### config.mk
export PLATFORM = sky130hd
export DESIGN_NAME = alu_div_seq
export DESIGN_NICKNAME = d
export VERILOG_FILES = /design/src/rtl/alu_div_seq.sv
export SDC_FILE = /design/constraint.sdc
export NUM_CORES = 1
export LEC_CHECK = 0
export BUFFER_PORTS_ARGS = -buffer_cell sky130_fd_sc_hd__buf_2
export CAP_MARGIN = 30
export CORE_ASPECT_RATIO = 1.4
export CORE_MARGIN = 4
export CORE_UTILIZATION = 40
export CTS_CLUSTER_DIAMETER = 200
export CTS_CLUSTER_SIZE = 20
export DETAILED_ROUTE_END_ITERATION = 10
export MAX_ROUTING_LAYER = met4
export SYNTH_ARGS = -nofsm -noshare
export SYNTH_HDL_FRONTEND = slang
export SYNTH_SLANG_ARGS = --single-unit
### constraint.sdc
create_clock -name clk -period 15.62 [get_ports clk]
set_clock_uncertainty 0.2 [all_clocks]
set_input_delay 0.781 -clock clk [delete_from_list [all_inputs] [get_ports clk]]
set_output_delay 0.781 -clock clk [all_outputs]
set_load 0.02 [all_outputs]
### src/rtl/alu_div_seq.sv
// rtl/alu_div_seq.sv - multicycle restoring divider that borrows the datapath ALU for its subtracts
// Optional signed mode (is_signed port) is enabled by defining ALU_DIV_SIGNED_EN.
module alu_div_seq #(
  parameter int WIDTH = 32,
  parameter int ITERS = 32
) (
  input  logic             clk,
  input  logic             reset,
  input  logic             start,
  input  logic [WIDTH-1:0] dividend,
  input  logic [WIDTH-1:0] divisor,
`ifdef ALU_DIV_SIGNED_EN
  input  logic             is_signed,
`endif
  output logic             busy,
  output logic             done,
  output logic [WIDTH-1:0] quotient,
  output logic [WIDTH-1:0] remainder,
  output logic             div_by_zero,
  output logic [WIDTH-1:0] alu_a,
  output logic [WIDTH-1:0] alu_b,
  output logic [2:0]       alu_op,
  input  logic [WIDTH-1:0] alu_result,
  input  logic             alu_zero,
  input  logic             alu_set,
  input  logic             alu_overflow
);

  localparam int CW = $clog2(ITERS);
  localparam logic [CW-1:0] LAST = CW'(ITERS - 1);
  localparam logic [2:0] OP_OR  = 3'b001;
  localparam logic [2:0] OP_ADD = 3'b010;
  localparam logic [2:0] OP_SUB = 3'b110;

  typedef enum logic [1:0] {IDLE, CHECK, ITER, DONE} state_t;

  state_t           state, next_state;
  logic [WIDTH-1:0] dvd, dvs, rem;
  logic [WIDTH-1:0] sh, rem_new, q_new, q_fin, r_fin, dz_rem;
  logic [WIDTH-1:0] dividend_mag, divisor_mag;
  logic             rem_hi, ge;
  logic [CW-1:0]    cnt;
  logic             unused_alu_flags;

  assign unused_alu_flags = alu_set ^ alu_overflow;

  // rem_hi is the bit shifted out of the 32-bit remainder; when set the subtract must succeed.
  assign rem_hi  = rem[WIDTH-1];
  assign sh      = {rem[WIDTH-2:0], dvd[WIDTH-1]};
  assign ge      = rem_hi | ((sh[WIDTH-1] ^ dvs[WIDTH-1]) ? sh[WIDTH-1] : ~alu_result[WIDTH-1]);
  assign rem_new = ge ? alu_result : sh;
  assign q_new   = {dvd[WIDTH-2:0], ge};

`ifdef ALU_DIV_SIGNED_EN
  logic a_neg, b_neg, q_neg, r_neg;

  assign a_neg        = is_signed & dividend[WIDTH-1];
  assign b_neg        = is_signed & divisor[WIDTH-1];
  assign dividend_mag = a_neg ? -dividend : dividend;
  assign divisor_mag  = b_neg ? -divisor : divisor;
  assign q_fin        = q_neg ? -q_new : q_new;
  assign r_fin        = r_neg ? -rem_new : rem_new;
  assign dz_rem       = r_neg ? -dvd : dvd;

  always_ff @(posedge clk or posedge reset) begin
    if (reset) begin
      q_neg <= 1'b0;
      r_neg <= 1'b0;
    end else if (state == IDLE && start) begin
      q_neg <= a_neg ^ b_neg;
      r_neg <= a_neg;
    end
  end
`else
  assign dividend_mag = dividend;
  assign divisor_mag  = divisor;
  assign q_fin        = q_new;
  assign r_fin        = rem_new;
  assign dz_rem       = dvd;
`endif

  always_ff @(posedge clk or posedge reset) begin
    if (reset) state <= IDLE;
    else       state <= next_state;
  end

  always_comb begin
    next_state = state;
    busy       = 1'b0;
    done       = 1'b0;
    alu_a      = '0;
    alu_b      = '0;
    alu_op     = OP_ADD;
    case (state)
      IDLE: if (start) next_state = CHECK;
      CHECK: begin
        busy       = 1'b1;
        alu_a      = dvs;
        alu_op     = OP_OR;
        next_state = alu_zero ? DONE : ITER;
      end
      ITER: begin
        busy   = 1'b1;
        alu_a  = sh;
        alu_b  = dvs;
        alu_op = OP_SUB;
        if (cnt == LAST) next_state = DONE;
      end
      DONE: begin
        done       = 1'b1;
        next_state = IDLE;
      end
      default: next_state = IDLE;
    endcase
  end

  // dvd doubles as the quotient shift register once iterations begin.
  always_ff @(posedge clk or posedge reset) begin
    if (reset) begin
      dvd         <= '0;
      dvs         <= '0;
      rem         <= '0;
      cnt         <= '0;
      quotient    <= '0;
      remainder   <= '0;
      div_by_zero <= 1'b0;
    end else begin
      case (state)
        IDLE: if (start) begin
          dvd         <= dividend_mag;
          dvs         <= divisor_mag;
          rem         <= '0;
          div_by_zero <= 1'b0;
        end
        CHECK: begin
          if (alu_zero) begin
            quotient    <= '1;
            remainder   <= dz_rem;
            div_by_zero <= 1'b1;
          end else begin
            cnt <= '0;
          end
        end
        ITER: begin
          rem <= rem_new;
          dvd <= q_new;
          cnt <= cnt + 1'b1;
          if (cnt == LAST) begin
            quotient  <= q_fin;
            remainder <= r_fin;
          end
        end
        default: ;
      endcase
    end
  end

endmodule

==> flow_summary.toml, run 1 <==
[status]
status = "complete, no violations"

[clock_tree]
cts_buffers = 17
post_cts_resized = 0
clkSinkCount = 168
root_buffer = "clkbuf_16"
clockBufferDepth = 2
cts_max_level = 4
cts_setup_buffers = 0
cts_tree = "built"
clk_pin_slew_ns = 0.07
worstSkewPairLatency_ns = 0.43
ctsHoldBuffers = 0

[logic_synthesis]
synth-main-ff-cell = "dfrtp_1"
synth_seq_cells = 168
synth_area_leaders = "dfrtp_1 54%, mux2i_1 8.4%, mux2_1 4.4%"
avgSynthCellArea_sq_um = 10.4
yosys.area.top_type = "dfrtp_1"
syn_area_sq_um = 7850
syn_nets = 867
yosysWarningCount = 0
synth_cell_types = 34
synth-edff-count = 0
synth.yosys.seq_area_share_pct = 53.6
async_flop_share_pct = 100
synth_cells = 757
synth.top_cell.area_share_pct = 53.6

[worst_setup_path]
required_ns = 15.77
cp_max_fo = 97
startpoint = "state[0]$_DFFE_PP0P_"
crit_arrival_ns = 3.72
critPathLaunchType = "flop"
cp-end-kind = "flop"
reg2regPathDepth = 9
critPathKind = "reg2reg"
rr_startpoint = "state[0]$_DFFE_PP0P_"
r2r_slack_ns = 12.05
r2r-end = "remainder[5]$_DFFE_PP0P_"

[drt]
post_drt_wl_per_cell_um = 17.5
drt_iter0_markers = 374
drtPass1Iterations = 4
drc_errors = 0
routed_wl_mm = 21.5
viasPerCell = 5.10
antenna_left = 0
dr_total_vias = 6254

[floorplanning]
dieArea_sq_um = 22000
die_width_um = 126
pin_count = 236
design.core.area_sq_um = 19300
fp-row-count = 60
start_util_pct = 40.7
die_h_um = 174

[final_layout]
multi_input_area_sq_um = 3260
syn2layout_area_growth_pct = 25.8
drive_gt1_share_pct = 29.3
nets = 1073
regArea_sq_um = 4200
layout_common_cells = "233 x buf_2, 168 x dfrtp_1, 70 x nand2_1"
fillers = 1817
final_common_cell = "buf_2"
final_cells = 1226

[sta]
worst_pin_slew_ns = 0.989
maxSlewViolCount = 0
setup_viol = 0
rsz0062_at_grt = "false"
finalHoldViolations = 0
fmax_mhz = 280
tns_ns = 0
holdWs_ns = 0.275
period_share_pct = 22.8
finalCriticalPeriod_ns = 3.57
max-slew-margin-rel_pct = 34.1

[placement]
gp_congestion = 0.815
portBuffers = 233
dp_hpwl_mm = 15.2
dp.cells = 1191

[global_route]
grt_usage_pct = 20.5
overflow = 0
grt_pass1_vias = 6375
antenna_found_initial = 2
grt_max_degree = 106
grt_pass1_wl_mm = 35.0

[pwr]
vdd_ir_drop_max_uv = 114
leakage_nw = 4.61
power_density_nw_per_um2 = 234

[job]
max_cap_violations = 0

[hold_path]
hold_class = "in2async"
-- worst max-delay path, cell delays in order (launching register included) --
cell	delay, ns
dfrtp_1	0.42
inv_1	0.19
ha_4	0.61
buf_4	0.28
buf_16	0.33
mux2i_1	0.18
a21oi_4	0.13
buf_4	0.74
o22ai_1	0.16
a21oi_1	0.16
-- Yosys cell counts, types with 2 or more instances --
library cell and number:
nor2_1 36, dfrtp_1 168, nand3_1 2, mux2_1 31, ha_1 8, buf_6 3, a31oi_1 33, a21oi_1 37
nor2b_1 32, mux2_2 2, inv_1 36, mux2i_1 66, o22ai_1 32, and2_1 32, a22oi_1 32, clkbuf_1 25
a32o_1 2, buf_2 24, nand2_1 70, inv_2 2, o21ai_1 66, buf_1 6
-- sequential cells by signal (all words and copies together), names as in the netlist --
register,count
dvd,32
dvs,32
quotient,32
rem,32
remainder,32
cnt,5
state,2
div_by_zero,1
-- through the flow --
stage               setup slack [ns]  power [mW]  utilization, %  area [sq um]
finish                         12.05        2.31            51.1          9870
floorplan                      10.09        1.55               -          7850
global route                   11.69        2.48            51.1          9870
CTS                            11.42        2.33            51.0          9830
global placement               11.56        1.85            47.4          9150
detailed placement             11.62        1.88            47.8          9220
-- cell families after synthesis --
family | after synthesis | synth area share (%)
AOI/OAI and AO/OA | 211 | 16.0
adders and majority gates | 8 | 1.28
muxes | 99 | 13.2
buffers and inverters | 96 | 5.26
and+or+nand+nor | 175 | 10.7
DFF | 168 | 53.6
-- worst max path at each step --
stage | to | slack (ns) | cells after the start
2_1_floorplan | cnt[0]$_DFFE_PP0P_ | 10.09 | 1
3_3_place_gp | rem[27]$_DFFE_PP0P_ | 11.56 | 7
3_5_place_dp | remainder[5]$_DFFE_PP0P_ | 11.62 | 8
4_1_cts | alu_a[24] | 11.42 | 6
5_1_grt | remainder[20]$_DFFE_PP0P_ | 11.69 | 9
6_report | remainder[5]$_DFFE_PP0P_ | 12.05 | 9
-- metal layers --
layer  track usage [%]  wire length, um  vias up
met1              28.3            10100     2972
li1                  -                -     3066
met3              3.02              897       32
met2              30.6             9920      184
met5                 -                0        -
met4              7.51              595        0
-- power breakdown --
| group | internal [mW] | switching (mW) | leakage (nW) | total (mW) |
|---|---|---|---|---|
| sequential | 0.622 | 0.153 | 1.96 | 0.776 |
| combinational | 0.413 | 0.683 | 2.36 | 1.10 |
| clock | 0.243 | 0.194 | 0.287 | 0.437 |
| total | 1.28 | 1.03 | 4.61 | 2.31 |
-- final cells by class --
class | instances | area share [%]
clock buffers | 17 | 4.31
repair buffers | 245 | 13.5
multi-input cells | 493 | 33.0
clock inverters | 15 | 1.89
diodes | 2 | 0.0507
inverters | 38 | 1.52
flip-flops and latches | 168 | 42.6
well taps | 248 | 3.14
No activity file was read; power rests on OpenSTA's default activity.
==> inputs of run 2 (changes only) <==
--- a/config.mk
+++ b/config.mk
@@ -14,6 +14,7 @@
 export CTS_CLUSTER_SIZE = 20
 export DETAILED_ROUTE_END_ITERATION = 10
 export MAX_ROUTING_LAYER = met4
+export PLACE_DENSITY = 0.67
 export SYNTH_ARGS = -nofsm -noshare
 export SYNTH_HDL_FRONTEND = slang
 export SYNTH_SLANG_ARGS = --single-unit
==> constraint.sdc (replaced) <==
create_clock -name clk -period 2.9 [get_ports clk]
set_clock_uncertainty 0.2 [all_clocks]
set_input_delay 0.145 -clock clk [delete_from_list [all_inputs] [get_ports clk]]
set_output_delay 0.145 -clock clk [all_outputs]
set_load 0.02 [all_outputs]
==> run 2 against run 1 <==
- cell area is 11% higher
- combinational power grew to 5.5 times the previous value
- sequential power grew to 5.4 times the previous value
- core utilization is 5.4 points higher
- via count is 9.7% higher
- global-route usage is 1.7 points higher
- die area stayed put
- count of clock-buffer cells in the layout is 3 higher
- routed wire length is 7.7% higher
- critical path type is now reg2out
- highest routed layer unchanged
==> flow_summary.toml, run 2 (synthesis results as in run 1) <==
[worst_setup_path]
rr_startpoint = "state[0]$_DFFE_PP0P_"
crit_end = "alu_a[15]"
startpoint = "state[1]$_DFFE_PP0P_"
cp-end-kind = "output pin"
required_ns = 2.56
critPathKind = "reg2out"
r2r-end = "remainder[11]$_DFFE_PP0P_"
reg2regPathDepth = 7
crit_arrival_ns = 2.29
critPathLaunchType = "flop"
r2r_slack_ns = 0.43
cp_max_fo = 34

[final_layout]
multi_input_area_sq_um = 3260
fillers = 1664
final_common_cell = "buf_2"
regArea_sq_um = 4200
fin_area_sq_um = 10900
syn2layout_area_growth_pct = 39.1
drive_gt1_share_pct = 26.7
layout_common_cells = "233 x buf_2, 168 x dfrtp_1, 99 x dlygate4sd3_1"
nets = 1177

[floorplanning]
dieArea_sq_um = 22000
fp-row-count = 60
design.core.area_sq_um = 19300
pin_count = 236
start_util_pct = 40.7
die_h_um = 174
die_width_um = 126

[clock_tree]
cts_max_level = 4
worstSkewPairLatency_ns = 0.42
post_cts_resized = 0
clockBufferDepth = 2
clk_pin_slew_ns = 0.06
cts_setup_buffers = 0
root_buffer = "clkbuf_16"
clkSinkCount = 168
cts_tree = "built"
ctsHoldBuffers = 99
cts_buffers = 17

[sta]
max-slew-margin-rel_pct = 42.5
finalCriticalPeriod_ns = 2.64
rsz0062_at_grt = "false"
maxSlewViolCount = 0
fmax_mhz = 379
period_share_pct = 91.0
finalHoldViolations = 0
tns_ns = 0
worst_pin_slew_ns = 0.862
setup_viol = 0

[pwr]
leakage_nw = 5.06
vdd_ir_drop_max_uv = 716
power_density_nw_per_um2 = 1160

[placement]
dp_hpwl_mm = 15.8
gp_congestion = 0.841
dpl-instance-area_sq_um = 9310
portBuffers = 233

[drt]
antenna_left = 0
routed_wl_mm = 23.2
drc_errors = 0
dr_total_vias = 6862
post_drt_wl_per_cell_um = 17.5
drt_iter0_markers = 418
drtPass1Iterations = 7
viasPerCell = 5.17

[status]
status = "complete, no violations"

[global_route]
overflow = 0
grt_max_degree = 98
grt_pass1_vias = 7092
grt_pass1_wl_mm = 37.9
grt_usage_pct = 22.1
antenna_found_initial = 1

[hold_path]
hold_class = "in2async"

[job]
max_cap_violations = 0
-- run 2: routing by layer --
layer,GRT usage [%],vias up,share of wire (%)
li1,-,3277,-
met3,3.42,66,4.0
met5,-,-,0
met1,28.7,3278,44
met4,9.75,0,3.8
met2,34.3,241,48
-- run 2: critical path, cell delays in order, from the launching register on --
cell     delay [ns]
dfrtp_1        0.44
inv_1          0.12
ha_1           0.86
nor2b_1        0.24
buf_2          0.19
-- run 2: area by class of cell --
cell class | count | share of cell area [%]
clock buffer | 20 | 4.09
antenna | 1 | 0.0229
tap | 248 | 2.84
timing repair buffer | 349 | 21.8
inverter | 38 | 1.34
clock inverter | 11 | 1.57
sequential | 168 | 38.5
multi-input combinational | 493 | 29.8
-- run 2: worst min path at each step --
stage / to / from / depth (start not counted) / slack (ns)
finish: quotient[31]$_DFFE_PP0P_ / reset / 3 / 0.21
global route: dvs[17]$_DFFE_PP0P_ / divisor[17] / 3 / 0.25
CTS: quotient[31]$_DFFE_PP0P_ / reset / 3 / 0.22
detailed placement: quotient[31]$_DFFE_PP0P_ / reset / 2 / 0.12
global placement: quotient[30]$_DFFE_PP0P_ / reset / 2 / 0.12
floorplan: dvs[0]$_DFFE_PP0P_ / divisor[0] / 1 / 0.08
-- run 2: stage by stage --
step           hold WS (ns)  power, mW  worst slack (ns)  instances  util [%]
4_1_cts               0.222       12.7             0.216       1327      56.6
3_5_place_dp          0.121       10.2             0.519       1197      48.2
3_3_place_gp          0.123       10.1             0.451       1196      48.1
2_1_floorplan        0.0767       8.36             0.414        757         -
5_1_grt               0.248       13.6            0.0552       1328      56.6
6_report              0.214       12.7             0.261       1328      56.6
-- run 2: report_power, final --
group | leakage [nW] | switching [mW] | internal, mW | total, mW
sequential | 1.96 | 0.844 | 3.35 | 4.20
clock | 0.297 | 0.929 | 1.46 | 2.39
combinational | 2.80 | 3.74 | 2.33 | 6.07
total | 5.06 | 5.51 | 7.15 | 12.7
==> inputs of run 3 (changes only) <==
--- a/config.mk
+++ b/config.mk
@@ -9,12 +9,12 @@
 export CAP_MARGIN = 30
 export CORE_ASPECT_RATIO = 1.4
 export CORE_MARGIN = 4
-export CORE_UTILIZATION = 40
+export CORE_UTILIZATION = 47
 export CTS_CLUSTER_DIAMETER = 200
 export CTS_CLUSTER_SIZE = 20
 export DETAILED_ROUTE_END_ITERATION = 10
 export MAX_ROUTING_LAYER = met4
-export PLACE_DENSITY = 0.67
+export PLACE_DENSITY = 0.77
 export SYNTH_ARGS = -nofsm -noshare
 export SYNTH_HDL_FRONTEND = slang
 export SYNTH_SLANG_ARGS = --single-unit
==> run 3 against run 2 <==
- worst setup slack worse by 0.085 ns
- critical path depth up 4
- cell count down 3.8%
- via count up 0.90%
- sequential power about the same
- critical path type is now reg2reg
- die area down 14%
- sequential cell count unchanged
- core utilization up 9.5 points
- count of clock-buffer cells in the layout down 2
- global-route usage up 3.5 points
==> flow_summary.toml, run 3 (synthesis results as in run 1) <==
[job]
max_cap_violations = 0

[placement]
gp_congestion = 0.839
dp_hpwl_mm = 15.0
portBuffers = 233

[global_route]
grt_pass1_wl_mm = 36.9
antenna_found_initial = 1
grt_max_degree = 143
grt_pass1_vias = 7066
grt_usage_pct = 25.7
overflow = 0

[clock_tree]
cts_setup_buffers = 0
worstSkewPairLatency_ns = 0.43
cts_tree = "built"
cts_buffers = 17
clk_pin_slew_ns = 0.07
root_buffer = "clkbuf_16"
post_cts_resized = 0
clockBufferDepth = 2
cts_max_level = 4
clkSinkCount = 168

[sta]
max-slew-margin-rel_pct = 32.1
tns_ns = 0
finalCriticalPeriod_ns = 2.72
setup_viol = 0
finalHoldViolations = 0
rsz0062_at_grt = "false"
maxSlewViolCount = 0
period_share_pct = 93.9
worst_pin_slew_ns = 1.02
fmax_mhz = 367

[worst_setup_path]
max_stage_delay_ns = 0.50
cpMostUsedCell = "buf_12"
crit_arrival_ns = 2.88
required_ns = 3.05
cp-end-kind = "flop"
cpMaxStageDelayCell = "buf_12"
critPathLaunchType = "flop"
path_cells = "inv_1 > ha_4 > buf_12 > mux2i_1 > a21oi_4 > buf_12 > o22ai_1 > a21oi_1"
critPathKind = "reg2reg"
cp_max_fo = 142

[drt]
drtPass1Iterations = 5
viasPerCell = 5.42
antenna_left = 0
post_drt_wl_per_cell_um = 18.1
routed_wl_mm = 23.1
drc_errors = 0
drt_iter0_markers = 544
dr_total_vias = 6924

[pwr]
power_density_nw_per_um2 = 1160
leakage_nw = 5.02
total_power_mw = 12.5
vdd_ir_drop_max_uv = 759

[floorplanning]
die_h_um = 161
fp-row-count = 55
design.core.area_sq_um = 16300
pin_count = 236
dieArea_sq_um = 18900
die_width_um = 117
start_util_pct = 48.1

[final_layout]
fillers = 1244
nets = 1174
layout_common_cells = "233 x buf_2, 168 x dfrtp_1, 99 x dlygate4sd3_1"
drive_gt1_share_pct = 26.7
regArea_sq_um = 4200
final_common_cell = "buf_2"
syn2layout_area_growth_pct = 37.3
multi_input_area_sq_um = 3260

[hold_path]
hold_class = "in2async"

[status]
status = "complete, no violations"
## run 3: timing repair
item,CTS,global route
endpoints found under the hold margin,155,0
hold buffers,99,0
endpoints found under the setup margin,0,0
## run 3: final cells by class
cell class	count	area share, %
Antenna cell	1	0.0232
Clock buffer	18	4.08
Clock inverter	14	1.27
Inverter	38	1.36
Multi-Input combinational cell	493	30.2
Sequential cell	168	39.0
Tap cell	199	2.31
Timing Repair Buffer	346	21.7
## run 3: through the flow
stage	setup slack (ns)	utilization (%)	area, sq um	instances	hold WS (ns)
after detailed placement	0.231	56.4	9200	1145	0.0477
after global placement	0.275	56.4	9200	1145	0.0477
after floorplan	0.414	-	7850	757	0.0767
final	0.176	66.0	10800	1277	0.136
after global routing	0.000809	66.0	10800	1277	0.197
after CTS	0.179	66.0	10800	1276	0.136
## run 3: path summary, 6_finish.rpt
path	start	to	slack, ns	cells past startpoint
min reg2reg	dvs[16]$_DFFE_PP0P_	dvs[16]$_DFFE_PP0P_	0.32	1
max in group asynchronous	reset	dvd[8]$_DFFE_PP0P_	1.51	5
min in group clk	divisor[8]	dvs[8]$_DFFE_PP0P_	0.26	3
min	reset	quotient[26]$_DFFE_PP0P_	0.14	3
max	state[0]$_DFFE_PP0P_	remainder[10]$_DFFE_PP0P_	0.18	8
max reg2reg	state[0]$_DFFE_PP0P_	remainder[10]$_DFFE_PP0P_	0.18	8
## run 3: per-layer routing
metal / GRT usage, % / vias to the layer above / share of wire (%)
li1: - / 3265 / -
met1: 33.3 / 3322 / 42
met2: 38.3 / 253 / 48
met3: 4.15 / 84 / 4.6
met4: 13.8 / 0 / 4.8
met5: - / - / 0
## run 3: power breakdown
part | switching (mW) | internal, mW | total (mW)
Sequential | 0.867 | 3.35 | 4.22
Clock | 0.990 | 1.23 | 2.22
Combinational | 3.75 | 2.31 | 6.07
## run 3: critical path: cells and delay by family (launching register included)
family	cells	cell delay, ns
fa+ha+maj	1	0.20
buf+inv	3	1.02
flops	1	0.41
compound gates	3	0.51
mux	1	0.22
